===== config.mk =====
export PLATFORM = sky130hd
export DESIGN_NAME = wb_host_flat
export DESIGN_NICKNAME = d
export VERILOG_FILES = /design/src/rtl/wb_host_pkg.sv /design/src/rtl/wb_host_if.sv /design/src/rtl/wb_host_timer.sv /design/src/rtl/wb_host.sv /design/src/flat_wrapper.sv
export SDC_FILE = /design/constraint.sdc
export NUM_CORES = 1
export LEC_CHECK = 0
export CAP_MARGIN = 25
export CORE_MARGIN = 2
export CORE_UTILIZATION = 41
export CTS_CLUSTER_SIZE = 24
export DETAILED_ROUTE_END_ITERATION = 8
export MAX_ROUTING_LAYER = met4
export PLACE_DENSITY = 0.8
export SYNTH_ARGS = -nofsm -noshare
export SYNTH_HDL_FRONTEND = slang
export SYNTH_SLANG_ARGS = --single-unit

===== constraint.sdc =====
create_clock -name clk -period 2 [get_ports clk]
set_input_delay 0.3 -clock clk [delete_from_list [all_inputs] [get_ports clk]]
set_output_delay 0.3 -clock clk [all_outputs]
set_load 0.02 [all_outputs]

===== src/rtl/wb_host_pkg.sv =====
// wb_host_pkg: interface selects (top two address bits) and host FSM state encodings
package wb_host_pkg;
  localparam logic [1:0] WB_IF_PROG    = 2'b00;
  localparam logic [1:0] WB_IF_PADS    = 2'b01;
  localparam logic [1:0] WB_IF_DEBUG   = 2'b10;
  localparam logic [1:0] WB_IF_ENTROPY = 2'b11;
  typedef enum logic [1:0] {
    ST_IDLE = 2'd0,
    ST_BUS  = 2'd1,
    ST_RESP = 2'd2
  } st_t;
endpackage


===== src/rtl/wb_host_if.sv =====
// wb_host_if: cmd/rsp valid-ready channels plus wishbone initiator signals; master = host side, slave = user/responder side
interface wb_host_if #(
  parameter int WB_WIDTH = 32
);
  logic                cmd_valid;
  logic                cmd_ready;
  logic                cmd_we;
  logic [WB_WIDTH-1:0] cmd_adr;
  logic [WB_WIDTH-1:0] cmd_dat;
  logic                rsp_valid;
  logic                rsp_ready;
  logic [WB_WIDTH-1:0] rsp_rdata;
  logic                rsp_err;
  logic                wbm_cyc_o;
  logic                wbm_stb_o;
  logic                wbm_we_o;
  logic [WB_WIDTH-1:0] wbm_adr_o;
  logic [WB_WIDTH-1:0] wbm_dat_o;
  logic                wbm_ack_i;
  logic [WB_WIDTH-1:0] wbm_dat_i;
  modport master (
    input  cmd_valid, cmd_we, cmd_adr, cmd_dat, rsp_ready, wbm_ack_i, wbm_dat_i,
    output cmd_ready, rsp_valid, rsp_rdata, rsp_err,
    output wbm_cyc_o, wbm_stb_o, wbm_we_o, wbm_adr_o, wbm_dat_o
  );
  modport slave (
    output cmd_valid, cmd_we, cmd_adr, cmd_dat, rsp_ready, wbm_ack_i, wbm_dat_i,
    input  cmd_ready, rsp_valid, rsp_rdata, rsp_err,
    input  wbm_cyc_o, wbm_stb_o, wbm_we_o, wbm_adr_o, wbm_dat_o
  );
endinterface


===== src/rtl/wb_host_timer.sv =====
// wb_host_timer: per-cycle ack timer (clr/en, expire at TIMEOUT-1) and saturating count of unacked expiries
module wb_host_timer #(
  parameter int TIMEOUT   = 16,
  parameter int CNT_WIDTH = 8
) (
  input  logic                 clk,
  input  logic                 rst_n,
  input  logic                 clr,
  input  logic                 en,
  input  logic                 ack,
  output logic                 expire,
  output logic [CNT_WIDTH-1:0] timeout_cnt
);
  localparam int TW = $clog2(TIMEOUT);
  localparam logic [TW-1:0] LAST = TW'(TIMEOUT - 1);
  logic [TW-1:0] t;
  assign expire = en && t == LAST;
  always_ff @(posedge clk or negedge rst_n) begin
    if (!rst_n) begin
      t           <= '0;
      timeout_cnt <= '0;
    end else begin
      t <= clr ? '0 : en ? t + 1'b1 : t;
      if (expire && !ack && timeout_cnt != '1) timeout_cnt <= timeout_cnt + 1'b1;
    end
  end
endmodule


===== src/rtl/wb_host.sv =====
// wb_host: wishbone classic initiator turning cmd{we,adr,dat} into single cycles, returning rsp{rdata,err} with ack timeout
module wb_host
  import wb_host_pkg::*;
#(
  parameter int WB_WIDTH  = 32,
  parameter int TIMEOUT   = 16,
  parameter int CNT_WIDTH = 8
) (
  input  logic                 clk,
  input  logic                 rst_n,
  wb_host_if.master            bus,
  output logic                 busy,
  output logic [CNT_WIDTH-1:0] timeout_cnt
);
  localparam logic [WB_WIDTH-1:0] ZERO = '0;
  st_t  state, state_n;
  logic accept, in_bus, expire, done;
  assign accept        = bus.cmd_valid && bus.cmd_ready;
  assign in_bus        = state == ST_BUS;
  assign done          = in_bus && (bus.wbm_ack_i || expire);
  assign bus.wbm_stb_o = bus.wbm_cyc_o;
  wb_host_timer #(.TIMEOUT(TIMEOUT), .CNT_WIDTH(CNT_WIDTH)) u_timer (
    .clk,
    .rst_n,
    .clr(accept),
    .en(in_bus),
    .ack(bus.wbm_ack_i),
    .expire,
    .timeout_cnt
  );
  always_ff @(posedge clk or negedge rst_n) begin
    if (!rst_n) state <= ST_IDLE;
    else        state <= state_n;
  end
  always_comb begin
    state_n = state == ST_IDLE ? (accept ? ST_BUS : ST_IDLE)
            : in_bus           ? (done ? ST_RESP : ST_BUS)
            :                    (bus.rsp_ready ? ST_IDLE : ST_RESP);
  end
  always_ff @(posedge clk or negedge rst_n) begin
    if (!rst_n) begin
      busy          <= 1'b0;
      bus.cmd_ready <= 1'b0;
      bus.rsp_valid <= 1'b0;
      bus.rsp_rdata <= ZERO;
      bus.rsp_err   <= 1'b0;
      bus.wbm_cyc_o <= 1'b0;
      bus.wbm_we_o  <= 1'b0;
      bus.wbm_adr_o <= ZERO;
      bus.wbm_dat_o <= ZERO;
    end else begin
      busy          <= state_n != ST_IDLE;
      bus.cmd_ready <= state_n == ST_IDLE;
      if (accept) begin
        bus.wbm_cyc_o <= 1'b1;
        bus.wbm_we_o  <= bus.cmd_we;
        bus.wbm_adr_o <= bus.cmd_adr;
        bus.wbm_dat_o <= bus.cmd_we ? bus.cmd_dat : ZERO;
      end
      if (done) begin
        bus.wbm_cyc_o <= 1'b0;
        bus.rsp_valid <= 1'b1;
        bus.rsp_rdata <= bus.wbm_ack_i && !bus.wbm_we_o ? bus.wbm_dat_i : ZERO;
        bus.rsp_err   <= !bus.wbm_ack_i;
      end
      if (state == ST_RESP && bus.rsp_ready) bus.rsp_valid <= 1'b0;
    end
  end
endmodule


===== src/flat_wrapper.sv =====
// flat-port wrapper written by rule: the top's interface ports become plain ports
module wb_host_flat import wb_host_pkg::*;
#(
  parameter int WB_WIDTH  = 32,
  parameter int TIMEOUT   = 16,
  parameter int CNT_WIDTH = 8
)
  (clk, rst_n, busy, timeout_cnt, bus_cmd_valid, bus_cmd_we, bus_cmd_adr, bus_cmd_dat, bus_rsp_ready, bus_wbm_ack_i, bus_wbm_dat_i, bus_cmd_ready, bus_rsp_valid, bus_rsp_rdata, bus_rsp_err, bus_wbm_cyc_o, bus_wbm_stb_o, bus_wbm_we_o, bus_wbm_adr_o, bus_wbm_dat_o);
  wb_host_if #(.WB_WIDTH(WB_WIDTH)) bus_i ();
  input  logic clk;
  input  logic rst_n;
  output logic busy;
  output logic [CNT_WIDTH-1:0] timeout_cnt;
  input wire logic [$bits(bus_i.cmd_valid)-1:0] bus_cmd_valid;
  input wire logic [$bits(bus_i.cmd_we)-1:0] bus_cmd_we;
  input wire logic [$bits(bus_i.cmd_adr)-1:0] bus_cmd_adr;
  input wire logic [$bits(bus_i.cmd_dat)-1:0] bus_cmd_dat;
  input wire logic [$bits(bus_i.rsp_ready)-1:0] bus_rsp_ready;
  input wire logic [$bits(bus_i.wbm_ack_i)-1:0] bus_wbm_ack_i;
  input wire logic [$bits(bus_i.wbm_dat_i)-1:0] bus_wbm_dat_i;
  output wire logic [$bits(bus_i.cmd_ready)-1:0] bus_cmd_ready;
  output wire logic [$bits(bus_i.rsp_valid)-1:0] bus_rsp_valid;
  output wire logic [$bits(bus_i.rsp_rdata)-1:0] bus_rsp_rdata;
  output wire logic [$bits(bus_i.rsp_err)-1:0] bus_rsp_err;
  output wire logic [$bits(bus_i.wbm_cyc_o)-1:0] bus_wbm_cyc_o;
  output wire logic [$bits(bus_i.wbm_stb_o)-1:0] bus_wbm_stb_o;
  output wire logic [$bits(bus_i.wbm_we_o)-1:0] bus_wbm_we_o;
  output wire logic [$bits(bus_i.wbm_adr_o)-1:0] bus_wbm_adr_o;
  output wire logic [$bits(bus_i.wbm_dat_o)-1:0] bus_wbm_dat_o;
  assign bus_i.cmd_valid = bus_cmd_valid;
  assign bus_i.cmd_we = bus_cmd_we;
  assign bus_i.cmd_adr = bus_cmd_adr;
  assign bus_i.cmd_dat = bus_cmd_dat;
  assign bus_i.rsp_ready = bus_rsp_ready;
  assign bus_i.wbm_ack_i = bus_wbm_ack_i;
  assign bus_i.wbm_dat_i = bus_wbm_dat_i;
  assign bus_cmd_ready = bus_i.cmd_ready;
  assign bus_rsp_valid = bus_i.rsp_valid;
  assign bus_rsp_rdata = bus_i.rsp_rdata;
  assign bus_rsp_err = bus_i.rsp_err;
  assign bus_wbm_cyc_o = bus_i.wbm_cyc_o;
  assign bus_wbm_stb_o = bus_i.wbm_stb_o;
  assign bus_wbm_we_o = bus_i.wbm_we_o;
  assign bus_wbm_adr_o = bus_i.wbm_adr_o;
  assign bus_wbm_dat_o = bus_i.wbm_dat_o;
  wb_host #(.WB_WIDTH(WB_WIDTH), .TIMEOUT(TIMEOUT), .CNT_WIDTH(CNT_WIDTH)) u_core (.clk(clk), .rst_n(rst_n), .bus(bus_i), .busy(busy), .timeout_cnt(timeout_cnt));
endmodule

* Yosys cells after proc, flatten, opt, wreduce, memory -nomap -nowiden
Cells that the tools add are included.
W data, S select, Z words.
** Word-level totals
- Register bits after elaboration :: 116
- Output and inout bits :: 111
- Input port bits :: 102
** Cells by class
- Equal/unequal tests :: 4
- Reduce and logical (&&, ||, !) cells :: 16
- $add $sub $neg :: 2
- Multiplexer cells :: 13
** Operators with widths (count)
- $mux W32 :: 2
- $add A8 B1 Y8 const B :: 1
- $mux W2 :: 4
- $mux W4 :: 2
- $ne A8 B8 Y1 const B :: 1
- $reduce_bool A2 Y1 :: 4
- $logic_and A1 B1 Y1 :: 7
- $mux W1 :: 5
- $add A4 B1 Y4 const B :: 1
- $eq A4 B4 Y1 const B :: 1
- $logic_not A2 Y1 :: 2
- $eq A2 B1 Y1 const B :: 1
- $eq A2 B2 Y1 const B :: 1
- $logic_not A1 Y1 :: 2
- $logic_or A1 B1 Y1 :: 1

* Logic depth before layout (Yosys ltp)
Gate-level depths: netlist (run 1).
- Depth after elaboration :: 8
- Mapped depth :: 7
- Gate-level depth less buffers :: 5

* Modules after synthesis
From an unflattened synthesis (run 1), not the netlist that was laid out.
** Second synthesis, totals
- Cells, all modules :: 504
- Area total of the unflattened synthesis :: 4759.6 sq um
** Modules (own cells, without submodules)
- wb_host :: cells an instance 447, area each 4127.7 sq um, instances 1
- wb_host_timer :: cells an instance 57, area each 631.9 sq um, instances 1

* Least setup slack after synthesis (run 1)
Ideal clock, no wire load.
- Kind :: register to register
- From :: reg u_core.u_timer.timeout_cnt[0]
- To :: reg u_core.u_timer.timeout_cnt[1]
- Stages on the path, launching flop included :: 5
- Library setup time :: 125 ps
- Data arrival time :: 1504 ps
- Buffers on the path :: 0
- Path slack :: 371 ps
- Path through :: dfrtp_1 > ha_1 > nand2_1 > o31a_1 > mux2_2
** On the way
- Longest elaborated chain between the ends :: 2
- Elaborated cells on any way between the ends :: 3
- Those cells by class :: 1 x add/sub; 1 x eq/ne; 1 x reduce/logical
** Ends and longest elaborated chain
- from (decl) :: line wb_host_timer.sv:12 : output logic [CNT_WIDTH-1:0] timeout_cnt
- from (signal assigned) :: line wb_host_timer.sv:24 : if (expire && !ack && timeout_cnt != '1) timeout_cnt <= timeout_cnt + 1'b1;
- parallel branches: the longest is 2 deep, another holds $add A8 B1 Y8
Parallel ways; which one is timed is not known.
A chain may end at the register's enable or synchronous reset.

* Final worst setup path (run 1)
- From :: reg u_core.u_timer.timeout_cnt[2]
- To :: out timeout_cnt[2]
** RTL lines
- to (decl) :: line flat_wrapper.sv:13 : output logic [CNT_WIDTH-1:0] timeout_cnt;
No word-level cell between the ends.

==> impl_results.md, run 1 <==
* Tightest Pin Transition at approximately 0.60 ns
* DIE AREA at 0.0121 mm²
* Commonest non-fill, non-tap cell in the layout: nand2_1
* Worst-Skew Late Latency at 0.40 ns
* Net Sw Power at approximately 0.0042 W
* Min Tclk post-route at roughly 1.9 ns
* CTS tree: yes
* DR WL/cell at 14.7 µm
* Dpl cells at 830
* PortBufs at 212
* Setup Viol. Count Final at 0
* Ys Warns at 0
* Slowest Stage Delay on Critical Path at 0.68 ns
* Area grow syn2layout at 63.2%
* R2R Setup Slk at 0.21 ns
* Vias/cell at just under 5
* Mux contribution to synthesized area at 0.0103
* H-tree depth at 4
* Clock Path Buffers at 2
* CP Data Required Time at approximately 1.7 ns
* Hold WC Path Type: input pin to flip-flop
* Vias in the first global route at 4116
* Post-synth EDFFs at 0
* Ys flop type: dfrtp_1
* Core Rows at 38
* Switching share of power at 0.357
* Clock skew at 0.00623 ns
* CTS Sinks at 116
* CTS buffer count at 17
* Die Ht at approximately 110 µm
* Synth Area in Adders at 0.00542
* Total Routed Length at 12.7 mm
* Reg area at 0.00290 mm²
* Startpoint Class: flip-flop
* TNS Setup at 0 ns
* DP HPWL at 8.76 mm
* Core Region at 0.0109 mm²
* Status: completed
* Global route overflow at 0
* Clock share of power at 0.265
* Initial antenna violation count at 0
* CP max stage cell: clkdlybuf4s50_1
* Most frequent cells in the layout: nand2_1, clkdlybuf4s50_1, dfrtp_1
* Largest family of logic cells by synthesized area: simple AND/OR/NAND/NOR gates
* Crit Path Class: flip-flop to output pin
* CP Data Arrival Time at about 1.6 ns
* I/O Pins at 213
* Distinct cells, synth at 33
* Post-synthesis cell count at 501
* Multi-input gate area at 0.00159 mm²
* Initial core utilization at 0.423
* Fin util at 0.690
* Crit path max fanout at 7
* DR vias at 4183
* Critical path's top delay family: buffers and inverters
* FF+latch count, synth at 116
* # fillers at 836
* Rel. slew slack at 0.597
* GPL Wtd Cong at ~0.82
* Post-synthesis simple-gate area fraction at 0.254
* Clock transition at path regs at ~0.060 ns
* Post-route insts no fill at 863
* Cell Int Power at 0.00761 W
* Power per Cell Area at 1570 mW/mm²
* Largest net degree at the start of global routing at 117
* Share of cells above drive strength 1 at 0.0705
* Wire length of the first global-routing pass at 19.5 mm
* Syn Area/Cell at 9.22 µm²
* Synth Area in Compound Gates at 0.0617
* Final Cycle Share at 0.938
* Net count after synthesis at 605
* RSZ-0062 raised after global routing: no
* Fmax at between 0.5 and 0.6 GHz
* Post-synthesis sequential area ratio at 0.628
* Combinational power share at 0.409
* Mapped cell area at 0.00462 mm²
* Routed Antenna Nets at 0
* GRT Total Usage at 0.218
* DR iter-0 viols at around 190
* Die width at 110 µm
* Sequential Power Share at 0.326
* Peak VDD IR at 0.000895 V
* Crit path cell chain: clkdlybuf4s50_1
* Overall power at 0.0118 W
* Post-CTS Setup Inserts at 0
* DR pass1 iterations at 7
* CP endpoint kind: output pin
* DRC viols at 0
* Max Transition Viols Final at 0
* ANT cells at 0
* Root buffer cell: clkbuf_16
* Buffer and inverter count on the worst path at 1
* Hold Vio Cnt, Final at 0
* Async SR Flop Fraction at 1.00
* Final #Nets at 814
* XOR/XNOR Fraction of Synth Area at 0.00758
* Resize count post-CTS at 0
* Max-cap violations at 0
* Lkg Pwr at 3.53 nW
sequential cells by signal (all words and copies together) (netlist names), 2 cells and up:
signal / flops
u_core.bus.wbm_adr_o: 32
u_core.bus.wbm_dat_o: 32
u_core.u_timer.t: 4
u_core.bus.rsp_rdata: 32
u_core.u_timer.timeout_cnt: 8
u_core.state: 2
power by group through the flow:
stage / sequential, W / combinational (W) / clock, W
after floorplan: 0.00497 / 0.00116 / 0
after global placement: 0.00383 / 0.00479 / 0
after detailed placement: 0.00389 / 0.00488 / 0
after CTS: 0.00387 / 0.00490 / 0.00321
after global routing: 0.00398 / 0.00525 / 0.00331
final: 0.00386 / 0.00484 / 0.00314
stage by stage:
step           area [µm²]  worst slack, ns  hold slack [ns]
6_report             7540            0.123            0.430
5_1_grt              7540           0.0800            0.426
4_1_cts              7540            0.103            0.407
3_5_place_dp         6920            0.181            0.435
3_3_place_gp         6920            0.211            0.431
2_1_floorplan        4620            0.371          0.00441
Yosys cell counts (3+ instances only):
| cell type | n | share of area |
|---|---|---|
| o21a_1 | 3 | 0.0049 |
| a21oi_1 | 4 | 0.0043 |
| xor2_1 | 3 | 0.0057 |
| nor2_1 | 9 | 0.0073 |
| clkbuf_1 | 23 | 0.019 |
| nand2_1 | 236 | 0.19 |
| o21ai_0 | 33 | 0.036 |
| dfrtp_1 | 116 | 0.63 |
| buf_2 | 3 | 0.0032 |
| nand3_1 | 34 | 0.037 |
| buf_1 | 4 | 0.0032 |
| a31oi_1 | 3 | 0.0041 |
routing by layer:
| metal | part of all wire | vias to the layer above | track usage |
|---|---|---|---|
| li1 | - | 2025 | - |
| met1 | 0.40 | 1961 | 0.250 |
| met2 | 0.48 | 177 | 0.349 |
| met3 | 0.097 | 20 | 0.0782 |
| met4 | 0.018 | 0 | 0.0875 |
| met5 | 0 | - | - |
final cells by class:
class,count,area share
timing repair buffer,223,0.299
tap,140,0.0232
inverter,2,0.000995
multi-input combinational,350,0.210
sequential,116,0.385
clock buffer,19,0.0574
clock inverter,13,0.0244
worst min-delay path: cells and delay by family:
family,cells,cell delay [ns]
AND/OR/NAND/NOR,1,0.06
buffers and inverters,1,0.40
AO/OA/AOI/OAI,1,0.05
logic make-up after synthesis:
group	Yosys count
fa+ha+maj	2
mux	4
xor+xnor	4
compound gates	51
simple gates	289
flops	116
buf+inv	35
final timing paths:
check,from,end,cells after the start
max in group asynchronous,rst_n,u_core.bus.wbm_dat_o[2]$_DFFE_PN0P_,3
min in group asynchronous,rst_n,u_core.u_timer.timeout_cnt[0]$_DFFE_PN0P_,3
min,bus_wbm_dat_i[27],u_core.bus.rsp_rdata[27]$_DFFE_PN0P_,3
max reg2reg,u_core.u_timer.t[0]$_DFFE_PN0P_,u_core.u_timer.timeout_cnt[1]$_DFFE_PN0P_,5
min reg2reg,u_core.bus.wbm_dat_o[16]$_DFFE_PN0P_,u_core.bus.wbm_dat_o[16]$_DFFE_PN0P_,2
max,u_core.u_timer.timeout_cnt[2]$_DFFE_PN0P_,timeout_cnt[2],1
what timing repair did:
item,CTS,global route
hold buffers,1,0
setup endpoints to repair,0,0
endpoints found under the hold margin,10,0
Power figures use the tool's default switching activity.
==> run 2: changes to the inputs <==
ABC_AREA = 1   (was not set)
CELL_PAD_IN_SITES_DETAIL_PLACEMENT = 2   (was not set)
CELL_PAD_IN_SITES_GLOBAL_PLACEMENT = 2   (was not set)
CORE_UTILIZATION = 23   (was 41)
PLACE_DENSITY = not set   (was 0.8)
PLACE_DENSITY_LB_ADDON = 0.1   (was not set)
==> run 2 against run 1 <==
Sequential power shrank 4%. Flip-flop and latch count did not move. Sequential share of layout area decreased by 1.1 points. Non-clock buffer count is 1 lower. Critical endpoint unchanged.
==> impl_results.md, run 2 <==
* Post-synthesis sequential area ratio at 0.617 (-0.0117)
* Net count after synthesis at 647 (+6.9%)
* DR WL/cell at 16.6 µm (+13%)
* Hold Vio Cnt, Final at 0 (unchanged)
* Dpl cells at 1006 (+21%)
* Syn Area/Cell at 8.67 µm² (-6.0%)
* Share of cells above drive strength 1 at 0.0650 (-0.00552)
* Lkg Pwr at 3.63 nW (+2.8%)
* Vias/cell at 4.27 (-12%)
* Most frequent cell after synthesis: nand2_1
* Min Tclk post-route at 1.81 ns (-0.0697 ns)
* Routed Antenna Nets at 0 (unchanged)
* Ys Warns at 0 (unchanged)
* Synth Area in Compound Gates at 0.0444 (-0.0174)
* TNS Setup at 0 ns (unchanged)
* Critical path's top delay family: buffers and inverters
* Area contributors post-synth: dfrtp_1, nand2_1, nand3_1, o21ai_0, nor2_1
* RSZ-0062 raised after global routing: no
* CTS tree: yes
* I/O Pins at 213 (unchanged)
* Max-cap violations at 0 (unchanged)
* Mux contribution to synthesized area at 0 (-0.0103)
* Post-synthesis cell count at 543 (+8.4%)
* Mapped cell area at 0.00471 mm² (+1.9%)
* Core Rows at 52 (+37%)
* Area grow syn2layout at 65.1%
* ANT cells at 0 (unchanged)
* Setup WS post-layout at 0.193 ns (+0.0697 ns)
* Ys flop type: dfrtp_1
* CP max stage cell: clkdlybuf4s50_1
* Sequential Power Share at 0.328 (+0.002)
* H-tree depth at 4 (unchanged)
* Core Region at 0.0202 mm² (+84%)
* Largest family of logic cells by synthesized area: simple AND/OR/NAND/NOR gates
* Die Ht at 147 µm (+34%)
* GRT Total Usage at 0.170 (-0.0482)
* Crit Path Class: flip-flop to output pin
* Crit. path cell count at 1 (unchanged)
* Fmax at 0.553 GHz (+3.9%)
* Reg2Reg Launch Point: u_core.u_timer.t[0]$_DFFE_PN0P_
* Switching share of power at 0.370 (+0.0128)
* DP HPWL at 12.3 mm (+41%)
* Async SR Flop Fraction at 1.00 (unchanged)
* Tightest Pin Transition at 0.627 ns (+0.0226 ns)
* Clock transition at path regs at 0.06 ns (about the same)
* Post-synth EDFFs at 0 (unchanged)
* Distinct cells, synth at 24 (-27%)
* Clock share of power at 0.271 (+0.006)
* R2R Setup Slk at 0.26 ns (+0.05 ns)
* Final #Nets at 860 (+5.7%)
* Worst-Skew Late Latency at 0.41 ns (about the same)
* Rel. slew slack at 0.581 (-0.0157)
* Yosys top cell area share at 0.617 (-0.0117)
* Post-synth top cells: nand2_1, dfrtp_1, nand3_1
* Clock Path Buffers at 2 (unchanged)
* DR vias at 4440 (+6.1%)
* Hold WC Path Type: input pin to asynchronous set/reset pin
* GPL Wtd Cong at 0.749 (-9.2%)
* Initial core utilization at 0.233 (-0.189)
* DRC viols at 0 (unchanged)
* Worst r2r path cells at 6 (+1)
* Global route overflow at 0 (unchanged)
* CTS buffer count at 17 (unchanged)
* Most frequent cells in the layout: nand2_1, clkdlybuf4s50_1, dfrtp_1
* Combinational power share at 0.400 (-0.009)
* Post-synthesis simple-gate area fraction at 0.287 (+0.0327)
* DR pass1 iterations at 4 (-3)
* Die width at 147 µm (+34%)
* Buffer and inverter count on the worst path at 1 (unchanged)
* Worst slack at placement at 0.152 ns (-0.0294 ns)
* Vias in the first global route at 5179 (+26%)
* Status: completed
* CP endpoint kind: output pin
* XOR/XNOR Fraction of Synth Area at 0.00558 (-0.00200)
* Cell Int Power at 0.00711 W (-6.7%)
* Net Sw Power at 0.00417 W (-1.3%)
* Setup Viol. Count Final at 0 (unchanged)
* Startpoint Class: flip-flop
* Synth Area in Adders at 0.00531 (-0.000101)
* DR iter-0 viols at 129 (-33%)
* Slowest Stage Delay on Critical Path at 0.65 ns (-0.03 ns)
* Max Transition Viols Final at 0 (unchanged)
* Peak VDD IR at 0.000576 V (-36%)
* Wire length of the first global-routing pass at 27.7 mm (+42%)
* Post-route insts no fill at 1039 (+20%)
* Power per Cell Area at 1450 mW/mm² (-7.6%)
* DIE AREA at 0.0216 mm² (+78%)
* CP Data Arrival Time at 1.51 ns (-0.07 ns)
* Largest net degree at the start of global routing at 86 (-26%)
* Overall power at 0.0113 W (-4.8%)
* Leading area contributor after synthesis: dfrtp_1
* Post-CTS Setup Inserts at 0 (unchanged)
* FF-to-FF End: u_core.bus.rsp_rdata[23]$_DFFE_PN0P_
* CTS Sinks at 116 (unchanged)
* FF+latch count, synth at 116 (unchanged)
* Resize count post-CTS at 0 (unchanged)
* Root buffer cell: clkbuf_16
* PortBufs at 212 (unchanged)
* Clock skew at 0.0103 ns (+0.00404 ns)
* Crit path max fanout at 6 (-1)
* Final Cycle Share at 0.903 (-0.0349)
* CP Data Required Time at 1.70 ns (about the same)
* Total Routed Length at 17.3 mm (+36%)
* Initial antenna violation count at 0 (unchanged)
* Crit path cell chain: clkdlybuf4s50_1
* # hold bufs at CTS at 1 (unchanged)
* Commonest non-fill, non-tap cell in the layout: nand2_1
* Top Registers: u_core.bus.rsp_rdata (32), u_core.bus.wbm_adr_o (32), u_core.bus.wbm_dat_o (32)
## run 2: cell types whose count changed in the layout (fill, tap and decap cells not counted), sizes merged, moves of 3 or more
cell and change:
inv +11, nor2b -3, o21a -3, mux2 -3, nor2 +9, a31oi -3, nand3 +6, nand2 +45
## run 2: cell families after synthesis
| kind of cell | count (synthesis) |
|---|---|
| and+or+nand+nor | 341 |
| DFF | 116 |
| AOI/OAI and AO/OA | 39 |
| buffers and inverters | 42 |
| xor gates and xnor gates | 3 |
| adders and majority gates | 2 |
## run 2: how the worst max path moves through the flow
stage                                               from                                        end  slack [ns]
6_report       u_core.u_timer.timeout_cnt[2]$_DFFE_PN0P_                             timeout_cnt[2]        0.19
5_1_grt        u_core.u_timer.timeout_cnt[2]$_DFFE_PN0P_                             timeout_cnt[2]        0.10
4_1_cts        u_core.u_timer.timeout_cnt[2]$_DFFE_PN0P_                             timeout_cnt[2]        0.16
3_5_place_dp                               bus_wbm_ack_i             u_core.bus.cmd_ready$_DFF_PN0_        0.15
3_3_place_gp                               bus_wbm_ack_i             u_core.bus.cmd_ready$_DFF_PN0_        0.20
2_1_floorplan  u_core.u_timer.timeout_cnt[0]$_DFFE_PN0P_  u_core.u_timer.timeout_cnt[0]$_DFFE_PN0P_        0.60
## run 2: power groups by stage
stage / Clock (W) / Combinational [W] / Sequential, W
2_1_floorplan: 0 / 0.00116 / 0.00463
4_1_cts: 0.00315 / 0.00462 / 0.00372
3_3_place_gp: 0 / 0.00443 / 0.00369
3_5_place_dp: 0 / 0.00458 / 0.00373
5_1_grt: 0.00325 / 0.00490 / 0.00383
6_report: 0.00306 / 0.00451 / 0.00370
## run 2: stage by stage
stage | hold slack [ns] | util | cell area, µm²
after global routing | 0.419 | 0.385 | 7770
after global placement | 0.283 | 0.355 | 7160
after detailed placement | 0.291 | 0.355 | 7160
after CTS | 0.409 | 0.385 | 7770
after floorplan | 0.00441 | - | 4710
final | 0.396 | 0.385 | 7770
## run 2: area by class of cell
class / count / area, µm²
clock buffer: 20 / 467
clock inverter: 12 / 130
fill: 2229 / 12400
inverter: 14 / 52.6
multi-input combinational: 385 / 1620
sequential: 116 / 2900
tap: 270 / 338
timing repair buffer: 222 / 2260
## run 2: layer usage
layer / track usage / routed length [µm] / vias up
met5: - / 0 / -
met4: 0.0476 / 134 / 0
met3: 0.0537 / 1000 / 9
met2: 0.294 / 8960 / 109
met1: 0.189 / 7190 / 2203
li1: - / - / 2119
==> run 3: changes to the inputs <==
CAP_MARGIN = not set   (was 25)
==> results of run 3 <==
Same layout as run 2: the final DEF is identical, and so are final timing and power.
